===== src/rtl/vga_timing_gen_pkg.sv =====
// Shared raster constants for the 640x480@60 text/timer display path.
// The timing generator, the text core and the bench all take their
// geometry from here so the three never drift apart.
package vga_timing_gen_pkg;

  localparam int unsigned COORD_W   = 10;
  localparam int unsigned MAX_TOTAL = 1 << COORD_W;

  localparam int unsigned H_VISIBLE = 640;
  localparam int unsigned H_FRONT   = 16;
  localparam int unsigned H_SYNC    = 96;
  localparam int unsigned H_BACK    = 48;
  localparam int unsigned H_TOTAL   = H_VISIBLE + H_FRONT + H_SYNC + H_BACK;

  localparam int unsigned V_VISIBLE = 480;
  localparam int unsigned V_FRONT   = 10;
  localparam int unsigned V_SYNC    = 2;
  localparam int unsigned V_BACK    = 33;
  localparam int unsigned V_TOTAL   = V_VISIBLE + V_FRONT + V_SYNC + V_BACK;

  // Pin levels of the two sync outputs, travelling together down the delay line.
  typedef struct packed {
    logic hs;
    logic vs;
  } sync_pair_t;

  // Pin level for a sync signal given its active polarity.
  function automatic logic sync_level(input logic act_level, input logic active);
    return active ? act_level : ~act_level;
  endfunction

endpackage


===== src/rtl/vga_timing_gen_if.sv =====
// Raster timing bundle from the timing generator to the text timer core.
// The generator drives it (master); the text core and VGA pins consume it (slave).
interface vga_timing_gen_if;
  import vga_timing_gen_pkg::*;

  logic               pixelTick;
  logic [COORD_W-1:0] xOrd;
  logic [COORD_W-1:0] yOrd;
  logic               visible;
  logic               hsync;
  logic               vsync;
  logic               lineStart;
  logic               frameStart;

  modport master (
    output pixelTick, xOrd, yOrd, visible, hsync, vsync, lineStart, frameStart
  );

  modport slave (
    input  pixelTick, xOrd, yOrd, visible, hsync, vsync, lineStart, frameStart
  );

endinterface


===== src/rtl/vga_sync_delay.sv =====
// Tick-enabled shift register that lines the sync outputs up with the
// RGB pipeline of the text core. DEPTH = 0 is a plain wire.
module vga_sync_delay #(
  parameter int unsigned       WIDTH   = 2,
  parameter int unsigned       DEPTH   = 2,
  parameter logic [WIDTH-1:0]  RST_VAL = '1
) (
  input  logic             clk,
  input  logic             rst_n,
  input  logic             en,
  input  logic [WIDTH-1:0] d,
  output logic [WIDTH-1:0] q
);

  if (DEPTH == 0) begin : g_bypass
    logic unused_ok;
    assign unused_ok = ^{clk, rst_n, en};
    assign q = d;
  end else begin : g_chain
    logic [WIDTH-1:0] stage [DEPTH];

    // Shift one stage per enable; reset parks every stage at the idle level.
    always_ff @(posedge clk or negedge rst_n) begin
      if (!rst_n) begin
        for (int unsigned i = 0; i < DEPTH; i++) stage[i] <= RST_VAL;
      end else if (en) begin
        stage[0] <= d;
        for (int unsigned i = 1; i < DEPTH; i++) stage[i] <= stage[i-1];
      end
    end

    assign q = stage[DEPTH-1];
  end

endmodule


===== src/rtl/vga_timing_gen.sv =====
// Raster timing generator: divides clk to the pixel rate, scans x/y,
// decodes visible/sync and delays the syncs to match the RGB pipeline.
module vga_timing_gen
  import vga_timing_gen_pkg::*;
#(
  parameter int unsigned CLK_DIV    = 2,
  parameter int unsigned H_VISIBLE  = vga_timing_gen_pkg::H_VISIBLE,
  parameter int unsigned H_FRONT    = vga_timing_gen_pkg::H_FRONT,
  parameter int unsigned H_SYNC     = vga_timing_gen_pkg::H_SYNC,
  parameter int unsigned H_BACK     = vga_timing_gen_pkg::H_BACK,
  parameter int unsigned V_VISIBLE  = vga_timing_gen_pkg::V_VISIBLE,
  parameter int unsigned V_FRONT    = vga_timing_gen_pkg::V_FRONT,
  parameter int unsigned V_SYNC     = vga_timing_gen_pkg::V_SYNC,
  parameter int unsigned V_BACK     = vga_timing_gen_pkg::V_BACK,
  parameter bit          SYNC_ACT   = 1'b0,
  parameter int unsigned SYNC_DELAY = 2
) (
  input  logic             clk,
  input  logic             rst_n,
  vga_timing_gen_if.master vga
);

  localparam int unsigned H_TOTAL  = H_VISIBLE + H_FRONT + H_SYNC + H_BACK;
  localparam int unsigned V_TOTAL  = V_VISIBLE + V_FRONT + V_SYNC + V_BACK;
  localparam int unsigned HS_START = H_VISIBLE + H_FRONT;
  localparam int unsigned HS_END   = HS_START + H_SYNC;
  localparam int unsigned VS_START = V_VISIBLE + V_FRONT;
  localparam int unsigned VS_END   = VS_START + V_SYNC;

  localparam int unsigned DIV_W = (CLK_DIV > 1) ? $clog2(CLK_DIV) : 1;
  localparam logic [DIV_W-1:0]   DIV_LAST = DIV_W'(CLK_DIV - 1);
  localparam logic [COORD_W-1:0] H_LAST   = COORD_W'(H_TOTAL - 1);
  localparam logic [COORD_W-1:0] V_LAST   = COORD_W'(V_TOTAL - 1);
  localparam sync_pair_t         SYNC_IDLE = '{hs: ~SYNC_ACT, vs: ~SYNC_ACT};

  if (H_TOTAL > MAX_TOTAL) begin : g_bad_h_total
    $error("vga_timing_gen: H_TOTAL exceeds 1024");
  end
  if (V_TOTAL > MAX_TOTAL) begin : g_bad_v_total
    $error("vga_timing_gen: V_TOTAL exceeds 1024");
  end
  if (CLK_DIV < 1) begin : g_bad_clk_div
    $error("vga_timing_gen: CLK_DIV must be >= 1");
  end
  if (SYNC_DELAY > 7) begin : g_bad_sync_delay
    $error("vga_timing_gen: SYNC_DELAY must be 0..7");
  end

  logic [DIV_W-1:0]   div_cnt;
  logic [DIV_W-1:0]   div_next;
  logic               pixel_tick;
  logic [COORD_W-1:0] x_ord;
  logic [COORD_W-1:0] y_ord;
  logic [COORD_W-1:0] x_next;
  logic [COORD_W-1:0] y_next;
  logic [31:0]        xn;
  logic [31:0]        yn;
  logic               visible;
  logic               visible_next;
  logic               line_start;
  logic               frame_start;
  sync_pair_t         raw_sync;
  sync_pair_t         raw_sync_next;
  sync_pair_t         sync_out;

  // Divider wrap value; pixel_tick is registered off it so it lands on divCnt == CLK_DIV-1.
  always_comb begin
    div_next = (div_cnt == DIV_LAST) ? '0 : div_cnt + 1'b1;
  end

  // Scan position the counters move to on the next tick.
  always_comb begin
    x_next = x_ord;
    y_next = y_ord;
    if (x_ord == H_LAST) begin
      x_next = '0;
      y_next = (y_ord == V_LAST) ? '0 : y_ord + 1'b1;
    end else begin
      x_next = x_ord + 1'b1;
    end
  end

  assign xn = 32'(x_next);
  assign yn = 32'(y_next);

  // Decode visible area and raw sync pin levels from the upcoming position.
  always_comb begin
    visible_next     = (xn < H_VISIBLE) && (yn < V_VISIBLE);
    raw_sync_next.hs = sync_level(SYNC_ACT, (xn >= HS_START) && (xn < HS_END));
    raw_sync_next.vs = sync_level(SYNC_ACT, (yn >= VS_START) && (yn < VS_END));
  end

  // Divider, scan counters and registered decode; all state advances on ticks only.
  always_ff @(posedge clk or negedge rst_n) begin
    if (!rst_n) begin
      div_cnt     <= '0;
      pixel_tick  <= 1'b0;
      x_ord       <= '0;
      y_ord       <= '0;
      visible     <= 1'b0;
      line_start  <= 1'b0;
      frame_start <= 1'b0;
      raw_sync    <= SYNC_IDLE;
    end else begin
      div_cnt     <= div_next;
      pixel_tick  <= (div_next == DIV_LAST);
      line_start  <= 1'b0;
      frame_start <= 1'b0;
      if (pixel_tick) begin
        x_ord       <= x_next;
        y_ord       <= y_next;
        visible     <= visible_next;
        raw_sync    <= raw_sync_next;
        line_start  <= (x_next == '0);
        frame_start <= (x_next == '0) && (y_next == '0);
      end
    end
  end

  vga_sync_delay #(
    .WIDTH   (2),
    .DEPTH   (SYNC_DELAY),
    .RST_VAL (SYNC_IDLE)
  ) u_sync_delay (
    .clk   (clk),
    .rst_n (rst_n),
    .en    (pixel_tick),
    .d     (raw_sync),
    .q     (sync_out)
  );

  assign vga.pixelTick  = pixel_tick;
  assign vga.xOrd       = x_ord;
  assign vga.yOrd       = y_ord;
  assign vga.visible    = visible;
  assign vga.hsync      = sync_out.hs;
  assign vga.vsync      = sync_out.vs;
  assign vga.lineStart  = line_start;
  assign vga.frameStart = frame_start;

endmodule


===== src/flat_wrapper.sv =====
// flat-port wrapper written by rule: the top's interface ports become plain ports
module vga_timing_gen_flat import vga_timing_gen_pkg::*;
#(
  parameter int unsigned CLK_DIV    = 2,
  parameter int unsigned H_VISIBLE  = vga_timing_gen_pkg::H_VISIBLE,
  parameter int unsigned H_FRONT    = vga_timing_gen_pkg::H_FRONT,
  parameter int unsigned H_SYNC     = vga_timing_gen_pkg::H_SYNC,
  parameter int unsigned H_BACK     = vga_timing_gen_pkg::H_BACK,
  parameter int unsigned V_VISIBLE  = vga_timing_gen_pkg::V_VISIBLE,
  parameter int unsigned V_FRONT    = vga_timing_gen_pkg::V_FRONT,
  parameter int unsigned V_SYNC     = vga_timing_gen_pkg::V_SYNC,
  parameter int unsigned V_BACK     = vga_timing_gen_pkg::V_BACK,
  parameter bit          SYNC_ACT   = 1'b0,
  parameter int unsigned SYNC_DELAY = 2
)
  (clk, rst_n, vga_pixelTick, vga_xOrd, vga_yOrd, vga_visible, vga_hsync, vga_vsync, vga_lineStart, vga_frameStart);
  vga_timing_gen_if vga_i ();
  input  logic clk;
  input  logic rst_n;
  output wire logic [$bits(vga_i.pixelTick)-1:0] vga_pixelTick;
  output wire logic [$bits(vga_i.xOrd)-1:0] vga_xOrd;
  output wire logic [$bits(vga_i.yOrd)-1:0] vga_yOrd;
  output wire logic [$bits(vga_i.visible)-1:0] vga_visible;
  output wire logic [$bits(vga_i.hsync)-1:0] vga_hsync;
  output wire logic [$bits(vga_i.vsync)-1:0] vga_vsync;
  output wire logic [$bits(vga_i.lineStart)-1:0] vga_lineStart;
  output wire logic [$bits(vga_i.frameStart)-1:0] vga_frameStart;
  assign vga_pixelTick = vga_i.pixelTick;
  assign vga_xOrd = vga_i.xOrd;
  assign vga_yOrd = vga_i.yOrd;
  assign vga_visible = vga_i.visible;
  assign vga_hsync = vga_i.hsync;
  assign vga_vsync = vga_i.vsync;
  assign vga_lineStart = vga_i.lineStart;
  assign vga_frameStart = vga_i.frameStart;
  vga_timing_gen #(.CLK_DIV(CLK_DIV), .H_VISIBLE(H_VISIBLE), .H_FRONT(H_FRONT), .H_SYNC(H_SYNC), .H_BACK(H_BACK), .V_VISIBLE(V_VISIBLE), .V_FRONT(V_FRONT), .V_SYNC(V_SYNC), .V_BACK(V_BACK), .SYNC_ACT(SYNC_ACT), .SYNC_DELAY(SYNC_DELAY)) u_core (.clk(clk), .rst_n(rst_n), .vga(vga_i));
endmodule

===== config.mk =====
export PLATFORM = sky130hd
export DESIGN_NAME = vga_timing_gen_flat
export DESIGN_NICKNAME = d
export VERILOG_FILES = /design/src/rtl/vga_timing_gen_pkg.sv /design/src/rtl/vga_timing_gen_if.sv /design/src/rtl/vga_sync_delay.sv /design/src/rtl/vga_timing_gen.sv /design/src/flat_wrapper.sv
export SDC_FILE = /design/constraint.sdc
export NUM_CORES = 1
export LEC_CHECK = 0
export CAP_MARGIN = 20
export CELL_PAD_IN_SITES_DETAIL_PLACEMENT = 1
export CELL_PAD_IN_SITES_GLOBAL_PLACEMENT = 1
export CORE_MARGIN = 2
export CORE_UTILIZATION = 44
export CTS_CLUSTER_DIAMETER = 200
export DETAILED_ROUTE_END_ITERATION = 6
export PLACE_DENSITY = 0.94
export REMOVE_ABC_BUFFERS = 1
export SYNTH_ARGS = -nofsm -noshare
export SYNTH_HDL_FRONTEND = slang
export SYNTH_SLANG_ARGS = --single-unit

===== constraint.sdc =====
create_clock -name clk -period 4.1 [get_ports clk]
set_input_delay 0.82 -clock clk [delete_from_list [all_inputs] [get_ports clk]]
set_output_delay 0.82 -clock clk [all_outputs]
set_load 0.005 [all_outputs]

==> impl_results.md, run 1 <==
- Fraction of registers with async set/reset: 100.0%
- Setup_tns: 0 ps
- Yosys cell types: 56
- Setup CP Type: flip-flop to flip-flop
- Final setup fails: 0
- Per-cell routed wire length: 17.09 µm
- Clk_skew: between 10 and 15 ps
- Kind of start point of the critical path: flip-flop
- Post-CTS Setup Repair Bufs: 0
- Status: completed
- Reg-to-Reg Start: u_core.vga.xOrd[0]
- Count of final max-slew check failures: 0
- Biggest cell delay along the critical path: 470 ps
- Total CTS buffers: 5
- Synthesized cell area: 2014 µm²
- CTS tree: built
- Slew HR: 59.07%
- R2r endpoint: u_core.raw_sync[0]
- Vias: between 1500 and 2000
- Worst Path Arrival: 2860 ps
- Hold Fails Final Rpt: 0
- Area of the core: around 4400 µm²
- Layout cell share with drive strength beyond 1: 11.65%
- Critical path origin: u_core.vga.xOrd[0]
- Initial drt markers: 90
- Horiz. Die Dim: 71.66 µm
- First-pass GRT wire length: 8804 µm
- Die Span Y: 71.66 µm
- Drc violations: 0
- Share of synthesized area occupied by flip-flops and latches: 37.64%
- Leak: 0.9448 nW
- Largest net degree at the start of global routing: 31
- Commonest register cell after synthesis: dfrtp_1
- Area of the multi-input gates: 1132 µm²
- CP max stage cell: dfrtp_1
- Least-Margin Pin Slew: 608.9 ps
- PostCTS Resize Cnt: 0
- Root buffer cell: clkbuf_8
- CTS max path bufs: 2
- Die Area: 5135 µm²
- Clk Latency, worst-skew pair: ~290 ps
- I/O pins: 28
- Most used cell, CP: and4_1
- F_max: ~0.38 GHz
- Fillers: 526
- Routed Antenna Nets: 0
- GRT Total Usage: 21.84%
- Flop2flop setup slack: between 1000 and 1500 ps
- Largest delay contributor family on the critical path: simple AND/OR/NAND/NOR gates
- Cts hold-fix bufs: 0
- Critical path capture point type: flip-flop
- Routability cong.: approximately 0.84
- PwrDens: 234.1 nW/µm²
- Hold EP: u_core.raw_sync[1]
- RSZ-0062 raised after global routing: false
- Worst EP required: 4310 ps
- Placed wire-length estimate: 3649 µm
- R2R depth: 7
- Dpl cell area: between 2000 and 2500 µm²
- Min-Delay Path Class: flip-flop to flip-flop
- FF+latch area: ~760 µm²
- Vias in the first global route: 1797
- Row count: 24
- Post-layout nets: 254
- Hold Path Depth: 2
- Worst path cell trace: ha_1 > and4_1 > and4_1 > o21ai_1 > a21o_1 > or3_1 > o32a_1
- Max Cap Viol: 0
- Synth warnings: 0
- Worst-path clk slew: 70 ps
- Cell count after synthesis: roughly 230
- Total congestion overflow: 0
- P&R area growth vs syn: 16.89%
- Fin area: about 2400 µm²
- I/O Buffers: 27
- Clock period minus worst slack: between 2000 and 3000 ps
- Max FO, Critical Path: 8
- H-tree depth: 2
- Worst VDD drop: 175.7 µV
- Initial antenna violation count: 0
- Mean Syn Cell Area: 8.646 µm²
- WP buf/inv: 0
- Avg Vias per Cell: 6.096
- Final period util: 64.54%
- DRT Pass-1 Iters: 4
- HP Start: u_core.raw_sync[1]
- Sink Count: 30
- Starting density of the core: a little under half
- Ant diodes: 0
- Synth Register Bits: 30
- Detailed Route WL: slightly above 5000 µm
- EDFF count, synth: 0
cell usage after synthesis, drive strengths merged (4+ instances only):
cell    instances  area, µm²
ha              4      50.05
a21oi          12      63.81
dfrtp          24      600.6
xor2            5      43.79
inv             6      22.52
dfstp           6      157.7
mux2            7      78.82
clkbuf         10      37.54
nand2b          4      25.02
xnor2           9      78.83
nand3           8      40.04
nor4            4      31.28
nor2           16      60.06
nand4           8      56.30
and4            5      43.79
buf            11      63.81
a21o            4      30.03
nor3           11      55.05
nand2          24      90.09
o21ai          16      80.07
registers in the layout, indices dropped and copies added (netlist names):
signal and flops:
u_core.vga.xOrd 10, u_core.div_cnt 1, u_core.raw_sync 2, u_core.vga.lineStart 1, u_core.u_sync_delay.g_chain.stage 2, u_core.vga.visible 1
u_core.u_sync_delay.q 2, u_core.vga.frameStart 1, u_core.vga.yOrd 10
metal layers:
layer	part of all wire (%)	GRT usage, %	vias up
met1	45	28.66	921
met4	1.3	7.547	0
met3	3.8	4.501	6
li1	-	-	870
met2	49	35.91	38
met5	0	0	-
area by class of cell:
type	instances	share of cell area (%)
clock buffers	7	3.666
clock inverters	1	0.2125
inverters	6	0.9564
multi-input cells	176	48.09
flip-flops and latches	30	32.20
well taps	52	2.763
repair buffers	29	12.11
power breakdown:
group | leakage (nW) | total, mW | internal (mW) | switching [mW]
registers | 0.379 | 0.296 | 0.296 | 0
logic | 0.518 | 0.00720 | 0.00146 | 0.00574
clock network | 0.0482 | 0.248 | 0.135 | 0.113
metrics by stage:
| stage | util, % | power [mW] | setup WS [ps] | cells | hold slack, ps |
|---|---|---|---|---|---|
| detailed placement | 51.63 | 0.3096 | 1473 | 293 | 497.9 |
| global placement | 51.63 | 0.3092 | 1606 | 293 | 477.5 |
| finish | 53.71 | 0.5513 | 1454 | 301 | 504.8 |
| global route | 53.71 | 0.5706 | 1255 | 301 | 563.6 |
| CTS | 53.71 | 0.5603 | 1466 | 301 | 507.4 |
| floorplan | - | 0.3016 | 1759 | 212 | 464.9 |
worst max-delay path by stage:
stage / to / cells past startpoint
after CTS: u_core.raw_sync[0] / 7
after floorplan: u_core.raw_sync[0] / 7
final: u_core.raw_sync[0] / 7
after global placement: u_core.raw_sync[0] / 7
after global routing: u_core.raw_sync[0] / 7
after detailed placement: u_core.raw_sync[0] / 7
cell usage in the layout (no fill, tap or decap), types with 5 or more instances in the layout:
master,instances
clkdlybuf4s50_1,27
nand2_1,24
dfrtp_1,24
nor2_1,16
o21ai_0,15
nor3_1,11
a21oi_1,11
xnor2_1,9
nand3_1,8
nand4_1,7
inv_1,6
mux2_2,6
clkbuf_8,6
dfstp_2,6
and4_1,5
xor2_1,5
tightest hold or removal path: stages, from the launching register on:
cell     delay, ps
dfstp_2        370
nor2_1          80
a21oi_1         50
cells by family (layout without fill, tap and decap cells):
logic type                 Yosys count  after routing  share of synthesized area, %
adders and majority gates            4              4                         2.485
DFF                                 30             30                         37.64
AOI/OAI and AO/OA                   52             52                         16.34
xor gates and xnor gates            14             14                         6.087
buffers and inverters               27             43                         6.149
and+or+nand+nor                     98             98                         26.90
muxes                                8              8                         4.410
Power figures use the tool's default switching activity.
==> run 2, diff against run 1 <==
--- a/config.mk
+++ b/config.mk
@@ -9,10 +9,10 @@
 export CELL_PAD_IN_SITES_DETAIL_PLACEMENT = 1
 export CELL_PAD_IN_SITES_GLOBAL_PLACEMENT = 1
 export CORE_MARGIN = 2
-export CORE_UTILIZATION = 44
+export CORE_UTILIZATION = 41
 export CTS_CLUSTER_DIAMETER = 200
 export DETAILED_ROUTE_END_ITERATION = 6
-export PLACE_DENSITY = 0.94
+export PLACE_DENSITY = 0.89
 export REMOVE_ABC_BUFFERS = 1
 export SYNTH_ARGS = -nofsm -noshare
 export SYNTH_HDL_FRONTEND = slang
==> constraint.sdc (replaced) <==
create_clock -name clk -period 2.8 [get_ports clk]
set_input_delay 0.56 -clock clk [delete_from_list [all_inputs] [get_ports clk]]
set_output_delay 0.56 -clock clk [all_outputs]
set_load 0.005 [all_outputs]
==> impl_results.md, run 2 (synthesis gave the netlist of run 1 again) <==
- Count of final max-slew check failures: 0 (unchanged)
- Total CTS buffers: 5 (unchanged)
- Worst Path Arrival: 2770 ps (-90 ps)
- Initial antenna violation count: 0 (unchanged)
- Clk Latency, worst-skew pair: 280 ps (about the same)
- Die Span Y: 74.10 µm (+3.4%)
- I/O pins: 28 (unchanged)
- CTS max path bufs: 2 (unchanged)
- CP max stage cell: dfrtp_1
- Worst EP required: 3020 ps (-1290 ps)
- Root buffer cell: clkbuf_8
- Total congestion overflow: 0 (unchanged)
- Setup CP Type: flip-flop to flip-flop
- CTS tree: built
- PwrDens: 351.4 nW/µm² (+50%)
- Layout cell share with drive strength beyond 1: 14.12% (+2.5 points)
- Drc violations: 0 (unchanged)
- Least-Margin Pin Slew: 454.4 ps (-154.5 ps)
- Cts hold-fix bufs: 0 (unchanged)
- Routed Antenna Nets: 0 (unchanged)
- Clock period minus worst slack: 2551 ps (-94.59 ps)
- Die Area: 5490 µm² (+6.9%)
- Post-layout nets: 260 (+2.4%)
- DRT Pass-1 Iters: 4 (unchanged)
- Critical path capture point type: flip-flop
- H-tree depth: 2 (unchanged)
- Final setup fails: 0 (unchanged)
- Kind of start point of the critical path: flip-flop
- FF+latch area: 758.2 µm² (unchanged)
- Max Cap Viol: 0 (unchanged)
- Commonest non-fill, non-tap cell in the layout: clkdlybuf4s50_1
- Post-CTS Setup Repair Bufs: 0 (unchanged)
- Leak: 0.9855 nW (+4.3%)
- Worst-path clk slew: 60 ps (about the same)
- Horiz. Die Dim: 74.10 µm (+3.4%)
- Placed wire-length estimate: 3760 µm (+3.1%)
- Fin area: 2437 µm² (+3.5%)
- First-pass GRT wire length: 9073 µm (+3.1%)
- Per-cell routed wire length: 16.61 µm (-2.8%)
- Status: completed
- Largest net degree at the start of global routing: 31 (unchanged)
- Dpl cell area: 2327 µm² (+2.8%)
- Worst VDD drop: 241.0 µV (+37%)
- RSZ-0062 raised after global routing: false
- Routability cong.: 0.8183 (-2.7%)
- Biggest cell delay along the critical path: 450 ps (-20 ps)
- F_max: 0.3919 GHz (+3.7%)
- Area of the core: 4723 µm² (+7.7%)
- Max FO, Critical Path: 8 (unchanged)
- Starting density of the core: 42.65% (-3.3 points)
- Fin util: 51.60% (-2.1 points)
- P&R area growth vs syn: 20.99%
- GRT Total Usage: 21.56% (-0.28 points)
- Hold Fails Final Rpt: 0 (unchanged)
- Detailed Route WL: 5348 µm (+3.9%)
- Avg Vias per Cell: 5.602 (-8.1%)
- Most used cell, CP: and4_1
- Worst path cell trace: ha_1 > and4_1 > nand4b_1 > nor3_1 > mux2_1 > nor4_1 > and4_1
- Ant diodes: 0 (unchanged)
- Vias in the first global route: 1881 (+4.7%)
- I/O Buffers: 27 (unchanged)
- Final period util: 91.12% (+27 points)
- Initial drt markers: 95 (+5.6%)
- Row count: 25 (+4.2%)
- Area of the multi-input gates: 1132 µm² (unchanged)
- Sink Count: 30 (unchanged)
- Slew HR: 69.71% (+11 points)
- Min-Delay Path Class: flip-flop to flip-flop
- Setup_tns: 0 ps (unchanged)
- Fillers: 560 (+6.5%)
- Clk_skew: 6.679 ps (-4.343 ps)
- Most frequent cells in the layout: 27 x clkdlybuf4s50_1, 24 x nand2_1, 24 x dfrtp_1, 16 x nor2_1, 15 x o21ai_0
- Vias: 1804 (-1.7%)
- PostCTS Resize Cnt: 0 (unchanged)
==> run 2: path summary, 6_finish.rpt <==
path	slack [ps]	to	cells past startpoint	startpoint
hold reg to reg	500	u_core.raw_sync[1]	2	u_core.raw_sync[1]
max in group asynchronous	1780	u_core.u_sync_delay.g_chain.stage[3]	2	rst_n
setup / recovery	250	u_core.vga.frameStart	7	u_core.vga.xOrd[0]
setup reg to reg	250	u_core.vga.frameStart	7	u_core.vga.xOrd[0]
hold / removal	500	u_core.raw_sync[1]	2	u_core.raw_sync[1]
min in group asynchronous	680	u_core.vga.yOrd[4]	2	rst_n
==> run 2: cell type report <==
class,count,share of cell area (%)
multi-input cells,176,46.46
well taps,67,3.439
repair buffers,35,13.55
flip-flops and latches,30,31.11
clock buffers,8,4.517
inverters,6,0.9240
==> run 2: through the flow <==
| step | setup WS (ps) | total power, mW | hold WS (ps) | std cells |
|---|---|---|---|---|
| 2_1_floorplan | 459.1 | 0.4417 | 264.4 | 212 |
| 3_3_place_gp | 435.2 | 0.4530 | 480.9 | 314 |
| 3_5_place_dp | 297.9 | 0.4533 | 499.3 | 314 |
| 4_1_cts | 292.5 | 0.8737 | 508.0 | 322 |
| 5_1_grt | 92.50 | 0.8902 | 530.0 | 322 |
| 6_report | 248.6 | 0.8565 | 502.5 | 322 |
==> run 2: where the power goes <==
group / leakage [nW] / switching (mW) / internal [mW]
sequential: 0.379 / 0 / 0.434
combinational: 0.549 / 0.00885 / 0.00214
clock: 0.0575 / 0.164 / 0.248
==> run 2: metal layers <==
metal	GRT usage, %	routed length [µm]	up-vias
met5	0	0	-
met4	6.869	64	0
met3	4.065	134	8
met2	36.81	2594	35
met1	27.64	2555	884
li1	-	-	877
==> run 2: worst max-delay path: cells and delay by family (launching register included) <==
kind	cells	cell delay [ps]
mux	1	340
flops	1	450
simple gates	5	1330
fa+ha+maj	1	350
